`src/rtl/event_pkg.sv`:
```
// Shared constants, default event layout and width helper for the event ingress path.
package event_pkg;

   localparam int unsigned STAT_CNT_W   = 16;
   localparam int unsigned DEF_BIT_TIME = 32;
   localparam int unsigned DEF_BIT_X    = 8;
   localparam int unsigned DEF_BIT_Y    = 8;

   // Default-width event; modules built with other widths declare the same layout locally.
   typedef struct packed {
      logic [DEF_BIT_TIME-1:0] timestamp;
      logic [DEF_BIT_X-1:0]    x;
      logic [DEF_BIT_Y-1:0]    y;
      logic                    polarity;
   } event_t;

   function automatic int unsigned event_width(input int unsigned tw, input int unsigned xw,
                                               input int unsigned yw);
      return tw + xw + yw + 1;
   endfunction

endpackage

```
`src/rtl/sync_fifo.sv`:
```
// Synchronous FIFO with extra-MSB pointers for full/empty and a registered occupancy count.
module sync_fifo #(
   parameter int unsigned WIDTH = 8,
   parameter int unsigned DEPTH = 16
) (
   input  logic                   clk,
   input  logic                   reset,
   input  logic                   wr_en,
   input  logic [WIDTH-1:0]       wr_data,
   input  logic                   rd_en,
   output logic [WIDTH-1:0]       rd_data,
   output logic                   full,
   output logic                   empty,
   output logic [$clog2(DEPTH):0] level
);

   localparam int unsigned AW = $clog2(DEPTH);

   logic [WIDTH-1:0] r_mem [DEPTH];
   logic [AW:0]      r_wptr;
   logic [AW:0]      r_rptr;
   logic [AW:0]      r_level;
   logic             w_wr;
   logic             w_rd;

   assign full    = (r_wptr[AW] != r_rptr[AW]) && (r_wptr[AW-1:0] == r_rptr[AW-1:0]);
   assign empty   = (r_wptr == r_rptr);
   assign w_wr    = wr_en && !full;
   assign w_rd    = rd_en && !empty;
   assign rd_data = r_mem[r_rptr[AW-1:0]];
   assign level   = r_level;

   always_ff @(posedge clk) begin
      if (reset) begin
         r_wptr  <= '0;
         r_rptr  <= '0;
         r_level <= '0;
      end else begin
         if (w_wr) r_wptr <= r_wptr + (AW+1)'(1);
         if (w_rd) r_rptr <= r_rptr + (AW+1)'(1);
         r_level <= r_level + (AW+1)'(w_wr) - (AW+1)'(w_rd);
      end
   end

   always_ff @(posedge clk) begin
      if (w_wr) r_mem[r_wptr[AW-1:0]] <= wr_data;
   end

endmodule

```
`src/rtl/event_ingress_buffer.sv`:
```
// Event ingress: filters raw DVS events, buffers survivors and issues paced strobes to the core.
// Define EVT_STATS_EN to add saturating drop counters drop_range_cnt and drop_ts_cnt.
module event_ingress_buffer
   import event_pkg::*;
#(
   parameter int unsigned MAX_X_COORD    = 240,
   parameter int unsigned MAX_Y_COORD    = 180,
   parameter int unsigned INPUT_BIT_TIME = 32,
   parameter int unsigned INPUT_BIT_X    = 8,
   parameter int unsigned INPUT_BIT_Y    = 8,
   parameter int unsigned FIFO_DEPTH     = 16,
   parameter int unsigned ISSUE_GAP      = 4
) (
   input  logic                        clk,
   input  logic                        reset,
   input  logic [INPUT_BIT_TIME-1:0]   in_timestamp,
   input  logic [INPUT_BIT_X-1:0]      in_x,
   input  logic [INPUT_BIT_Y-1:0]      in_y,
   input  logic                        in_polarity,
   input  logic                        in_valid,
   output logic                        in_ready,
   input  logic                        core_ready,
   output logic [INPUT_BIT_TIME-1:0]   timestamp,
   output logic [INPUT_BIT_X-1:0]      x_coord,
   output logic [INPUT_BIT_Y-1:0]      y_coord,
   output logic                        polarity,
   output logic                        is_valid,
   output logic [$clog2(FIFO_DEPTH):0] fifo_level
`ifdef EVT_STATS_EN
   ,
   output logic [STAT_CNT_W-1:0]       drop_range_cnt,
   output logic [STAT_CNT_W-1:0]       drop_ts_cnt
`endif
);

   localparam int unsigned GW = (ISSUE_GAP > 1) ? $clog2(ISSUE_GAP) : 1;
   localparam int unsigned EW = event_width(INPUT_BIT_TIME, INPUT_BIT_X, INPUT_BIT_Y);

   typedef struct packed {
      logic [INPUT_BIT_TIME-1:0] timestamp;
      logic [INPUT_BIT_X-1:0]    x;
      logic [INPUT_BIT_Y-1:0]    y;
      logic                      polarity;
   } evt_t;

   evt_t                      w_in_evt;
   evt_t                      w_head_evt;
   evt_t                      r_out;
   logic [EW-1:0]             w_head_raw;
   logic                      w_full;
   logic                      w_empty;
   logic                      w_accept;
   logic                      w_drop_range;
   logic                      w_drop_ts;
   logic                      w_wr;
   logic                      w_issue;
   logic [GW-1:0]             r_gap_cnt;
   logic [INPUT_BIT_TIME-1:0] r_last_ts;
   logic                      r_seen_first;
   logic                      r_valid;

   assign w_in_evt   = '{timestamp: in_timestamp, x: in_x, y: in_y, polarity: in_polarity};
   assign w_head_evt = evt_t'(w_head_raw);

   // Deasserting ready during reset guarantees nothing is written while state clears.
   assign in_ready     = !w_full && !reset;
   assign w_accept     = in_valid && in_ready;
   assign w_drop_range = (32'(in_x) >= MAX_X_COORD) || (32'(in_y) >= MAX_Y_COORD);
   assign w_drop_ts    = r_seen_first && (in_timestamp < r_last_ts);
   assign w_wr         = w_accept && !w_drop_range && !w_drop_ts;
   assign w_issue      = !w_empty && (r_gap_cnt == '0) && core_ready;

   sync_fifo #(
      .WIDTH (EW),
      .DEPTH (FIFO_DEPTH)
   ) u_fifo (
      .clk     (clk),
      .reset   (reset),
      .wr_en   (w_wr),
      .wr_data (w_in_evt),
      .rd_en   (w_issue),
      .rd_data (w_head_raw),
      .full    (w_full),
      .empty   (w_empty),
      .level   (fifo_level)
   );

   always_ff @(posedge clk) begin
      if (reset) begin
         r_out        <= '0;
         r_valid      <= 1'b0;
         r_gap_cnt    <= '0;
         r_last_ts    <= '0;
         r_seen_first <= 1'b0;
      end else begin
         if (w_issue) begin
            r_out     <= w_head_evt;
            r_valid   <= 1'b1;
            r_gap_cnt <= GW'(ISSUE_GAP - 1);
         end else begin
            r_valid <= 1'b0;
            if (r_gap_cnt != '0) r_gap_cnt <= r_gap_cnt - GW'(1);
         end
         if (w_wr) begin
            r_last_ts    <= in_timestamp;
            r_seen_first <= 1'b1;
         end
      end
   end

   assign timestamp = r_out.timestamp;
   assign x_coord   = r_out.x;
   assign y_coord   = r_out.y;
   assign polarity  = r_out.polarity;
   assign is_valid  = r_valid;

`ifdef EVT_STATS_EN
   logic [STAT_CNT_W-1:0] r_drop_range_cnt;
   logic [STAT_CNT_W-1:0] r_drop_ts_cnt;

   // A range failure takes precedence, so an event failing both counts once.
   always_ff @(posedge clk) begin
      if (reset) begin
         r_drop_range_cnt <= '0;
         r_drop_ts_cnt    <= '0;
      end else if (w_accept) begin
         if (w_drop_range) begin
            if (r_drop_range_cnt != '1) r_drop_range_cnt <= r_drop_range_cnt + STAT_CNT_W'(1);
         end else if (w_drop_ts) begin
            if (r_drop_ts_cnt != '1) r_drop_ts_cnt <= r_drop_ts_cnt + STAT_CNT_W'(1);
         end
      end
   end

   assign drop_range_cnt = r_drop_range_cnt;
   assign drop_ts_cnt    = r_drop_ts_cnt;
`endif

endmodule

```
`config.mk`:
```
export PLATFORM = sky130hd
export DESIGN_NAME = event_ingress_buffer
export DESIGN_NICKNAME = d
export VERILOG_FILES = /design/src/rtl/event_pkg.sv /design/src/rtl/sync_fifo.sv /design/src/rtl/event_ingress_buffer.sv
export SDC_FILE = /design/constraint.sdc
export NUM_CORES = 1
export LEC_CHECK = 0
export BUFFER_PORTS_ARGS = -buffer_cell sky130_fd_sc_hd__buf_2
export CORE_ASPECT_RATIO = 1.1
export CORE_MARGIN = 2
export CORE_UTILIZATION = 57
export DETAILED_ROUTE_END_ITERATION = 12
export HOLD_SLACK_MARGIN = 0.03
export PLACE_DENSITY_LB_ADDON = 0.1
export SLEW_MARGIN = 20
export SYNTH_ARGS = -nofsm -noshare
export SYNTH_HDL_FRONTEND = slang
export SYNTH_SLANG_ARGS = --single-unit
```
`constraint.sdc`:
```
create_clock -name clk -period 16.6 [get_ports clk]
set_input_delay 1.66 -clock clk [delete_from_list [all_inputs] [get_ports clk]]
set_output_delay 1.66 -clock clk [all_outputs]
set_load 0.01 [all_outputs]
```
==> flow_summary_export.csv <==
group,metric,value,unit
floorplan,row_count,94,
sta,clock.fmax,201.8,MHz
floorplan,ioPinCount,109,
sta,tightest_slew,1084,ps
critical_path,critPathSlowestCell,"buf_4",
clock_network,cts_tree,"yes",
routing,met2_length,36150,um
critical_path,worstRegToRegCells,17,
clock_network,cts_setup_buffers,0,
floorplan,die-area,62140,um^2
final_layout,synthToLayoutAreaGrowth,12.62,%
routing,drt-initial-drc-count,1544,
sta,maxSlewViolCount,0,
sta,post-route-period-util,0.2986,
clock_network,cts_hold_buffers,0,
yosys,ys_warn_count,0,
yosys,synth_edf_count,784,
yosys,synthArstFlopShare,0,
global_route,grt_pass1_wl,109000,um
sta,final.setup_skew,23.41,ps
routing,drtAntennaViolNets,0,
sta,fin_ws,11640,ps
critical_path,cp-end-kind,"flip-flop",
pwr,power_density,127.1,nW/um^2
clock_network,clkTransAtPathRegs,60,ps
min_path,hold_end,"timestamp[9]$_SDFFE_PP0P_",
yosys,syn_area_per_cell,20.67,um^2
yosys,synth-seq-area-share,0.7450,
clock_network,cts_sinks,884,
pwr,combPwrFrac,0.101,
pwr,intPower,3.819,mW
place,dp_slack,10980,ps
yosys,ys_types,46,
critical_path,worstPathMaxFanout,46,
pwr,p_sw,1.088,mW
yosys,synthCells,1659,
yosys,synthFlopType,"edfxtp_1",
critical_path,crit_path_start_kind,"primary input",
place,dp_hpwl,37870,um
yosys,synthMostInstantiatedCell,"edfxtp_1",
critical_path,criticalPathCategory,"in2reg",
critical_path,cp_common_cell,"inv_1",
yosys,synth.top_cells.by_count,"edfxtp_1, mux4_2, nand2_1, dfxtp_1, a21oi_1",
clock_network,cts_resized,0,
sta,slew_headroom,0.2777,
min_path,min-delay-start,"timestamp[9]$_SDFFE_PP0P_",
run_status,outcome,"complete, no violations",
final_layout,fin_nets,1911,
yosys,syn_nets,1755,
min_path,whs_path_depth,2,
critical_path,slowest_delay,640,ps
yosys,synth_top_area_share,0.6866,
floorplan,die_x,237.9,um
place,place_congestion,0.7418,
floorplan,die_h,261.2,um
routing,wl_met3,4843,um
routing,wirelength,73150,um
sta,setup_viol,0,
routing,wl_per_cell,27.54,um
critical_path,cp_top_family,"compound AO/OA/AOI/OAI gates",
global_route,antenna_found_initial,6,
sta,rsz0062_at_grt,"false",
routing,drcViolationCount,0,
clock_network,cts_inserted_buffers,86,
clock_network,htreeDepth,3,
clock_network,cts_max_path_buffers,3,
floorplan,core_area,59630,um^2
critical_path,reg2reg_from,"r_last_ts[11]$_SDFFE_PP0N_",
critical_path,required,17080,ps
global_route,grt_max_degree,124,
flow_run,max-cap-violations,0,
global_route,grt.total_usage,0.2428,
final_layout,drive_above_1_share,0.2925,
pwr,ir_worst_vdd,0.00009080,V
routing,m1WireLength,30750,um
yosys,synth_area,34290,um^2
routing,route.top_layer_used,"met5",
routing,dr.pass1.iters,5,
routing,vias,16490,
yosys,netlist_top_cells_area,"edfxtp_1, mux4_2, dfxtp_1",
pwr,clockPowerShare,0.392,
pwr,swShare,0.2217,
critical_path,worst-path-buf-inv,5,
yosys,yosysTopAreaCell,"edfxtp_1",
critical_path,worstPathArrival,5440,ps
sta,tns,0,ps
critical_path,startpoint,"in_timestamp[11]",
critical_path,crit_chain,"buf_2 > ha_1 > a21oi_1 > a31oi_1 > a2111oi_0 > o31ai_2 > a22oi_2 > buf_4 > inv_1 > ha_1 > inv_1 > fa_1 > inv_1 > a21o_1 > a21oi_1 > xnor2_1 > nor2_1",
floorplan,start_util,0.5750,
critical_path,reg2reg_slack,12590,ps
clock_network,cts_root_buffer,"clkbuf_16",
pwr,p_leak,12.33,nW
clock_network,clk_latency,630,ps
min_path,hold_path_class,"reg2reg",
critical_path,reg2reg_to,"u_fifo.level[4]$_SDFF_PP0_",
pwr,pwr-share-seq,0.507,
sta,min_period,4956,ps
global_route,grt_pass1_vias,17030,
sta,finalHoldViolCount,0,
place,portBuffers,108,
routing,via_per_inst,6.209,
yosys,synth-seq-cells,884,
global_route,overflow,0,
[cells by family after synthesis]
group	after synthesis	synth area share
AOI/OAI and AO/OA	94	0.01602
xor gates and xnor gates	14	0.004452
adders and majority gates	43	0.01591
buffers and inverters	133	0.01890
DFF	884	0.7450
muxes	282	0.1730
and+or+nand+nor	209	0.02678
[area by class of cell]
type / count / area (um^2)
inverters: 49 / 183.9
fillers: 4027 / 21010
clock buffers: 127 / 2531
well taps: 768 / 960.9
multi-input cells: 642 / 8194
flip-flops and latches: 884 / 25560
diodes: 1 / 2.502
repair buffers: 152 / 905.9
clock inverters: 33 / 277.8
[cells in the final DEF (no fill, tap or decap), drive strengths merged, types with 2 or more instances in the layout]
master,count
edfxtp,784
mux4,245
buf,152
clkbuf,127
nand2,113
dfxtp,100
a21oi,66
nor2,52
inv,51
ha,42
mux2,34
clkinv,26
nor3b,9
nand4,9
o21ai,8
xor2,7
nor3,7
xnor2,7
nor2b,5
a211oi,5
nand2b,5
a21o,4
bufinv,4
nand3,3
nor4b,3
mux2i,3
o211ai,2
nor4,2
a22oi,2
[power groups by stage]
stage,Combinational [mW],Sequential (mW),Clock [mW]
floorplan,0.369,2.53,0
global placement,0.490,2.54,0
detailed placement,0.498,2.54,0
CTS,0.499,2.49,1.96
global route,0.540,2.49,2.04
finish,0.493,2.49,1.92
[state kept, by name, indices dropped and copies added (netlist names)]
register and cells:
u_fifo.r_mem 784, timestamp 32, x_coord 8, r_last_ts 32, y_coord 8, r_seen_first 1
u_fifo.level 5, is_valid 1, r_gap_cnt 2, polarity 1, u_fifo.r_rptr 5, u_fifo.r_wptr 5
[metal layers]
metal / global-route usage / vias to the layer above
li1: - / 7045
met1: 0.3474 / 8747
met2: 0.3971 / 584
met3: 0.03963 / 103
met4: 0.06569 / 12
met5: 0 / -
[worst max path at each step]
stage	cells after the start	endpoint
after floorplan	9	u_fifo.r_mem[0][0]$_DFFE_PP_
after global placement	9	u_fifo.r_mem[7][41]$_DFFE_PP_
after detailed placement	17	u_fifo.level[4]$_SDFF_PP0_
after CTS	17	u_fifo.level[4]$_SDFF_PP0_
after global routing	17	u_fifo.level[4]$_SDFF_PP0_
final	17	u_fifo.level[4]$_SDFF_PP0_
[stage by stage]
step | hold slack (ps) | instance area (um^2) | util | cells | power [mW]
final | 450.0 | 38620 | 0.6476 | 2656 | 4.906
after detailed placement | 445.3 | 35780 | 0.6000 | 2494 | 3.035
after floorplan | 440.5 | 34290 | - | 1659 | 2.903
after global placement | 440.1 | 35770 | 0.5999 | 2494 | 3.026
after CTS | 453.6 | 38590 | 0.6471 | 2654 | 4.944
after global routing | 471.2 | 38610 | 0.6476 | 2655 | 5.075
[tightest hold or removal path: stages, from the launching register on]
cell and delay [ps]:
dfxtp_1 300, nand2_1 50, a21oi_1 50
(Power assumes the default switching activity.)
